[src/rtl/div_scheduler.sv]
// Round-robin scheduler sharing one sequential 8-bit-quotient divider among N_REQ requesters.
// Jobs are granted in IDLE, issued with a one-cycle div_flag, and the quotient is returned after a fixed wait.
module div_scheduler #(
   parameter  int unsigned N_REQ       = 4,
   parameter  int unsigned DIV_LATENCY = 12,
   localparam int unsigned DATA_W      = 16,
   localparam int unsigned Q_W         = 8
) (
   input  logic                    clk,
   input  logic                    nrst,
   input  logic [N_REQ-1:0]        req,
   input  logic [DATA_W*N_REQ-1:0] req_dividend,
   input  logic [DATA_W*N_REQ-1:0] req_divisor,
   output logic [N_REQ-1:0]        ack,
   output logic [N_REQ-1:0]        rsp_valid,
   output logic [Q_W*N_REQ-1:0]    rsp_quotient,
   output logic                    busy,
   output logic                    div_flag,
   output logic [DATA_W-1:0]       div_count,
   output logic [DATA_W-1:0]       div_divider,
   input  logic [Q_W-1:0]          div_q
);

   localparam int unsigned IDX_W = (N_REQ > 1) ? $clog2(N_REQ) : 1;
   localparam int unsigned CNT_W = $clog2(DIV_LATENCY + 1);
   localparam logic [Q_W-1:0] ZERO_DIV_Q = '1;

   typedef struct packed {
      logic [DATA_W-1:0] dividend;
      logic [DATA_W-1:0] divisor;
   } job_t;

   typedef enum logic [1:0] {
      IDLE    = 2'd0,
      ISSUE   = 2'd1,
      WAIT    = 2'd2,
      CAPTURE = 2'd3
   } state_t;

   state_t             state_q, state_d;
   logic [IDX_W-1:0]   ptr_q;
   logic [IDX_W-1:0]   grant_q;
   logic [CNT_W-1:0]   cnt_q, cnt_d;
   logic               zero_q;
   job_t               op_q;

   logic               grant_found;
   logic [IDX_W-1:0]   grant_idx;
   logic [IDX_W-1:0]   arb_rot;
   logic [IDX_W-1:0]   ptr_next;
   job_t               job_sel;
   logic               grant_load;
   logic               rsp_load;
   logic [N_REQ-1:0]   ack_d;
   logic [N_REQ-1:0]   rsp_valid_d;
   logic               flag_d;

   // Round-robin search: first set req bit at or above the pointer, wrapping at N_REQ-1.
   always_comb begin
      grant_found = 1'b0;
      grant_idx   = '0;
      arb_rot     = '0;
      for (int k = 0; k < N_REQ; k++) begin
         arb_rot = IDX_W'((32'(ptr_q) + 32'(k)) % N_REQ);
         if (!grant_found && req[arb_rot]) begin
            grant_found = 1'b1;
            grant_idx   = arb_rot;
         end
      end
   end

   always_comb begin
      job_sel.dividend = req_dividend[DATA_W*grant_idx +: DATA_W];
      job_sel.divisor  = req_divisor[DATA_W*grant_idx +: DATA_W];
      ptr_next         = IDX_W'((32'(grant_idx) + 32'd1) % N_REQ);
   end

   // Next-state and registered-output decode.
   always_comb begin
      state_d     = state_q;
      cnt_d       = cnt_q;
      grant_load  = 1'b0;
      rsp_load    = 1'b0;
      ack_d       = '0;
      rsp_valid_d = '0;
      flag_d      = 1'b0;
      case (state_q)
         IDLE: begin
            if (grant_found) begin
               grant_load       = 1'b1;
               ack_d[grant_idx] = 1'b1;
               if (job_sel.divisor != '0) begin
                  state_d = ISSUE;
                  flag_d  = 1'b1;
               end else begin
                  state_d = CAPTURE;
               end
            end
         end
         ISSUE: begin
            state_d = WAIT;
            cnt_d   = '0;
         end
         WAIT: begin
            cnt_d = cnt_q + CNT_W'(1);
            if (cnt_q == CNT_W'(DIV_LATENCY - 1)) begin
               state_d = CAPTURE;
            end
         end
         CAPTURE: begin
            rsp_load             = 1'b1;
            rsp_valid_d[grant_q] = 1'b1;
            state_d              = IDLE;
         end
         default: begin
            state_d = IDLE;
         end
      endcase
   end

   always_ff @(posedge clk or negedge nrst) begin
      if (!nrst) begin
         state_q      <= IDLE;
         ptr_q        <= '0;
         grant_q      <= '0;
         cnt_q        <= '0;
         zero_q       <= 1'b0;
         op_q         <= '0;
         ack          <= '0;
         rsp_valid    <= '0;
         rsp_quotient <= '0;
         busy         <= 1'b0;
         div_flag     <= 1'b0;
      end else begin
         state_q   <= state_d;
         cnt_q     <= cnt_d;
         ack       <= ack_d;
         rsp_valid <= rsp_valid_d;
         div_flag  <= flag_d;
         busy      <= (state_d != IDLE);
         if (grant_load) begin
            op_q    <= job_sel;
            grant_q <= grant_idx;
            ptr_q   <= ptr_next;
            zero_q  <= (job_sel.divisor == '0);
         end
         // A zero divisor never starts the divider; its slot gets the saturated quotient.
         if (rsp_load) begin
            rsp_quotient[Q_W*grant_q +: Q_W] <= zero_q ? ZERO_DIV_Q : div_q;
         end
      end
   end

   // Operands stay on the divider bus from grant until the next grant.
   assign div_count   = op_q.dividend;
   assign div_divider = op_q.divisor;

endmodule

[config.mk]
export PLATFORM = sky130hd
export DESIGN_NAME = div_scheduler
export DESIGN_NICKNAME = d
export VERILOG_FILES = /design/src/rtl/div_scheduler.sv
export SDC_FILE = /design/constraint.sdc
export NUM_CORES = 1
export LEC_CHECK = 0
export CORE_UTILIZATION = 46
export CTS_BUF_LIST = sky130_fd_sc_hd__clkbuf_4
export DETAILED_ROUTE_END_ITERATION = 10
export PLACE_DENSITY = 0.89
export REMOVE_ABC_BUFFERS = 1
export SYNTH_ARGS = -nofsm -noshare
export SYNTH_HDL_FRONTEND = slang
export SYNTH_SLANG_ARGS = --single-unit
export TNS_END_PERCENT = 30
[constraint.sdc]
create_clock -name clk -period 4.03 [get_ports clk]
set_clock_uncertainty 0.05 [all_clocks]
set_input_delay 0.6045 -clock clk [delete_from_list [all_inputs] [get_ports clk]]
set_output_delay 0.6045 -clock clk [all_outputs]
set_load 0.03 [all_outputs]
After elaboration in Yosys (flattened, before gate mapping). Cells that the tools add are included.

Magnitude comparators: 8. Shifts and indexed selects: 4. Mux-type cells: 36. Equality and inequality tests: 4. $add $sub $neg: 6. Reduce and logical (&&, ||, !) cells: 13.

Operator list (number): $shiftx A64 B7 Y16 (2); $neg A5 Y34 (1); $shift A8 B34 Y32 const A (1); $shiftx A8 B34 Y32 (1); $bwmux W32 (1); $lt A2 B3 Y1 const B (6); $logic_not A16 Y1 (1); $mux W1 (16); $reduce_bool A16 Y1 (1); $mux W2 (7); $mux W4 (3); $bmux W1 S2 (4); $mux W8 (1); $pmux W2 S4 (1); $pmux W4 S2 (1); $logic_and A1 B1 Y1 (5); $add A2 B1 Y2 const B (2); $add A2 B2 Y2 const B (2); $add A4 B1 Y4 const B (1); $demux W1 S2 (2); $eq A2 B2 Y1 const B (2); $eq A4 B4 Y1 const B (1); $ge A2 B1 Y1 const B (2); $reduce_bool A2 Y1 (2); 3 further kinds (5).

Input port bits: 142. Word-level logic and storage cells: 83. Output and inout bits: 74. Register bits: 85.

Depth between registers and ports, before layout.
Depth in word-level cells: 18. Mapped depth: 12.

Least setup slack after synthesis. OpenSTA, ideal clock, no wires.

Kind: input to register. From: input req[2]. To: register div_flag. Cell stages on the path: 11. Required time: 3.861 ns. Data arrival time: 2.571 ns. Setup time: 0.119 ns. Setup slack: 1.290 ns. Buffers on the path: 2. Cells stage by stage: nor2b_1 or4b_1 buf_4 nand2_4 inv_2 buf_6 a211oi_2 o22ai_1 nor4b_2 nand4_1 and2_1.

Cells in the longest elaborated chain, start to end: 17.

RTL lines: from (decl) (RTL line 11) `input logic [N_REQ-1:0] req,`; $bmux W1 S2 (RTL line 65) `if (!grant_found && req[arb_rot]) begin`; $mux W1 (not written as such) (RTL line 65); $mux W1 (RTL line 65); $logic_not A1 Y1 (RTL line 65); $logic_and A1 B1 Y1 (RTL line 65); $mux W1 (RTL line 65); $logic_not A1 Y1 (RTL line 65); $logic_and A1 B1 Y1 (RTL line 65); [... 2 more ...]; $logic_and A1 B1 Y1 (RTL line 65); $mux W2 (RTL line 65); $shiftx A64 B7 Y16 (RTL line 74) `job_sel.divisor = req_divisor[DATA_W*grant_idx +: DATA_W];`; $reduce_bool A16 Y1 (RTL line 92) `if (job_sel.divisor != '0) begin`; $mux W1 (RTL line 92); $mux W1 (*) (RTL line 89) `if (grant_found) begin`; $mux W1 (*) (RTL line 87) `case (state_q)`; named net flag_d (RTL line 56) `logic flag_d;`; to (signal assigned) (RTL line 139) `div_flag <= flag_d;`; to (decl) (RTL line 18) `output logic div_flag,`.

Mark *: on every way through the listed nets, which the timed path passes. The rest lies on a longest branch. The select of a mux whose other input is x is not followed. A chain may end at the register's enable or synchronous reset.

Worst setup path in the final report.
From: input req[0]. To: register div_flag.

The elaborated chain is that of the path after synthesis.

==> impl_metrics.tcl <==
set metrics [dict create \
    ir_worst_vdd_mv 0.377 \
    io_pins 216 \
    hold_slack_ns 0.285 \
    hold_class "in -> async" \
    utilization_pct 71.8 \
    worstMarginPinSlew_ns 1.02 \
    endpoint "div_flag" \
    synth-seq-cells 85 \
    insertion_delay_ns 0.42 \
    fin_crit_ns 3.16 \
    core_mm2 0.00968 \
    cts_root_buf "clkbuf_4" \
    worstReg2RegEnd "div_flag" \
    cp_common_cell "buf_4" \
    avgSynthCellArea_um2 8.07 \
    grt_pass1_vias 4578 \
    arrival_ns 3.43 \
    yosysTopAreaCell "dfrtp_1" \
    drive_above_1_share_pct 5.34 \
    track_usage_pct 26.9 \
    cellLeakagePower_nw 3.13 \
    yosys.area_share.simple_pct 28.3 \
    gp_congestion 1.01 \
    wl_per_cell_um 15.3 \
    drcViolationCount 0 \
    die_x_um 102 \
    antennaDiodeCount 0 \
    grt_max_degree 86 \
    grt_pass1_wl_um 21400 \
    syn_area_mm2 0.00457 \
    r2r-start "ptr_q[1]" \
    reg2reg_slack_ns 1.11 \
    cts_hold_buf 0 \
    reg2reg_depth 9 \
    synthMuxAreaShare_pct 0.219 \
    maxCapViolations 0 \
    synth_fa_ha_area_share_pct 4.11 \
    synth_edf_count 0 \
    max_stage_delay_ns 0.52 \
    crit_path_max_fanout 34 \
    power_density_mw_per_mm2 755 \
    rsz0062_at_grt "no" \
    fillers 739 \
    cp_cell_sequence "clkdlybuf4s50_1, nor2b_1, or4b_1, buf_4, nand2_4, inv_2, buf_4, nand2_1, a22oi_1, nor4b_2, nand4_1, and2_1" \
    fin_crit_sh_pct 78.3 \
    via_count 4783 \
    path_clk_slew_ns 0.14 \
    antenna_found_initial 0 \
    cp.required_ns 4.31 \
    avgViaCountPerCell 5.31 \
    yosysWarnings 0 \
    drtPass1Iterations 5 \
    async_flop_share_pct 100 \
    cp-end-kind "register" \
    dieArea_mm2 0.0103 \
    cts_tree "done" \
    status "finished, final reports clean" \
    wl_um 13800 \
    htree_levels 3 \
    portBuffers 215 \
    synth_top_area_share_pct 46.6 \
    numCtsBuffers 9 \
    synth_xor_area_share_pct 0 \
    fmax_ghz 0.317 \
    critical_path_class "in -> reg" \
    clock-sinks 85 \
    synth_cells 566 \
    drt_iter0_markers 230 \
    synth_most_common_cell "nand2_1" \
    slowest_stage "or4b_1" \
    cp-startpoint "req[0]" \
    cts_buffer_depth 2 \
    overflow 0 \
    num_rows 36 \
    ant_nets 0 \
    ys_types 47 \
    synth_top_family_by_area "simple AND/OR/NAND/NOR gates" \
    slew_headroom_pct 31.8 \
    fin_nets 921 \
    hold_violations 0 \
    yosys-top-cells-area "dfrtp_1 47%, nand2_1 17%, o21ai_0 6.1%" \
    worst_setup_path_start_kind "primary input" \
    yosysSeqAreaShare_pct 46.6 \
    synthFlopType "dfrtp_1" \
    final.setup.tns_ns 0 \
    slew_violations 0 \
    dp_hpwl_um 10600 \
    synth-compound-area-share_pct 15.8 \
    initial_core_util_pct 47.2 \
    die_h_um 102 \
    postCtsSetupBuffers 0 \
    syn2layout_area_growth_pct 52.3 \
    ctsResizeCount 0 \
    synthTopCellsByCount "204 x nand2_1, 85 x dfrtp_1, 56 x o21ai_0" \
    setup_viol 0 \
]
[logic make-up (layout without fill, tap and decap cells)]
kind of cell / after synthesis / after routing
flops: 85 / 85
mux: 1 / 1
simple gates: 296 / 296
fa+ha+maj: 15 / 15
buf+inv: 52 / 254
compound gates: 117 / 117
[layout by cell type (no fill, tap or decap), drive strengths merged, types with 4 or more instances in the layout]
cell type	netlist	layout
clkdlybuf4s50	0	214
nand2	205	205
dfrtp	85	85
o21ai	57	57
nand3	43	43
a21oi	23	23
ha	15	15
inv	14	15
nor2	13	13
buf	17	11
and2	10	10
clkbuf	21	9
a22oi	8	8
nor2b	5	5
nor4	5	5
nor3b	4	4
or4b	4	4
[report_power, final]
group / internal [mW] / switching [mW] / total [mW]
clock: 0.248 / 0.293 / 0.541
sequential: 1.25 / 0.245 / 1.49
combinational: 1.27 / 1.95 / 3.22
total: 2.76 / 2.49 / 5.25
[cell type report]
type | count | area, um2 | area share (%)
Clock buffer | 9 | 67.6 | 0.971
Inverter | 14 | 52.6 | 0.756
Clock inverter | 6 | 87.6 | 1.26
Sequential cell | 85 | 2130 | 30.6
Tap cell | 133 | 166 | 2.39
Timing Repair Buffer | 225 | 2240 | 32.2
Multi-Input combinational cell | 429 | 2220 | 31.9
[layer usage]
layer  up-vias  part of all wire [%]  GRT usage, %
li1       2295                     -             -
met1      2229                    36          28.6
met2       233                    53          50.9
met3        26                   8.2          6.42
met4         0                   2.3          10.3
met5         -                     0             0
[worst min path at each step]
| stage | startpoint | endpoint | slack, ns | depth (start not counted) |
|---|---|---|---|---|
| finish | nrst | rsp_valid[3] | 0.29 | 1 |
| global route | nrst | rsp_valid[3] | 0.37 | 1 |
| CTS | nrst | rsp_valid[3] | 0.32 | 1 |
| detailed placement | div_divider[9] | div_divider[9] | 0.41 | 2 |
| global placement | div_divider[7] | div_divider[7] | 0.41 | 2 |
| floorplan | nrst | ack[0] | 0.26 | 0 |
[worst max-delay path: cells and delay by family]
| family | cells | cell delay (ns) |
|---|---|---|
| and+or+nand+nor | 7 | 1.59 |
| AOI/OAI and AO/OA | 1 | 0.11 |
| buffers and inverters | 4 | 1.09 |
[sequential cells by signal, indices dropped and copies added (netlist names)]
signal	count
zero_q	1
grant_q	2
cnt_q	4
div_divider	16
busy	1
state_q	2
rsp_valid	4
div_count	16
rsp_quotient	32
ack	4
ptr_q	2
div_flag	1
[per-stage QoR]
step                      setup WS [ns]  instances  total power [mW]  instance area, um2
after floorplan                   0.529        528              3.36                4390
after global placement            0.544        886              4.60                6800
after detailed placement          0.437        886              4.74                6800
after CTS                         0.864        901              5.27                6960
after global routing              0.673        901              5.63                6960
final                             0.874        901              5.25                6960
(Power assumes the default switching activity.)
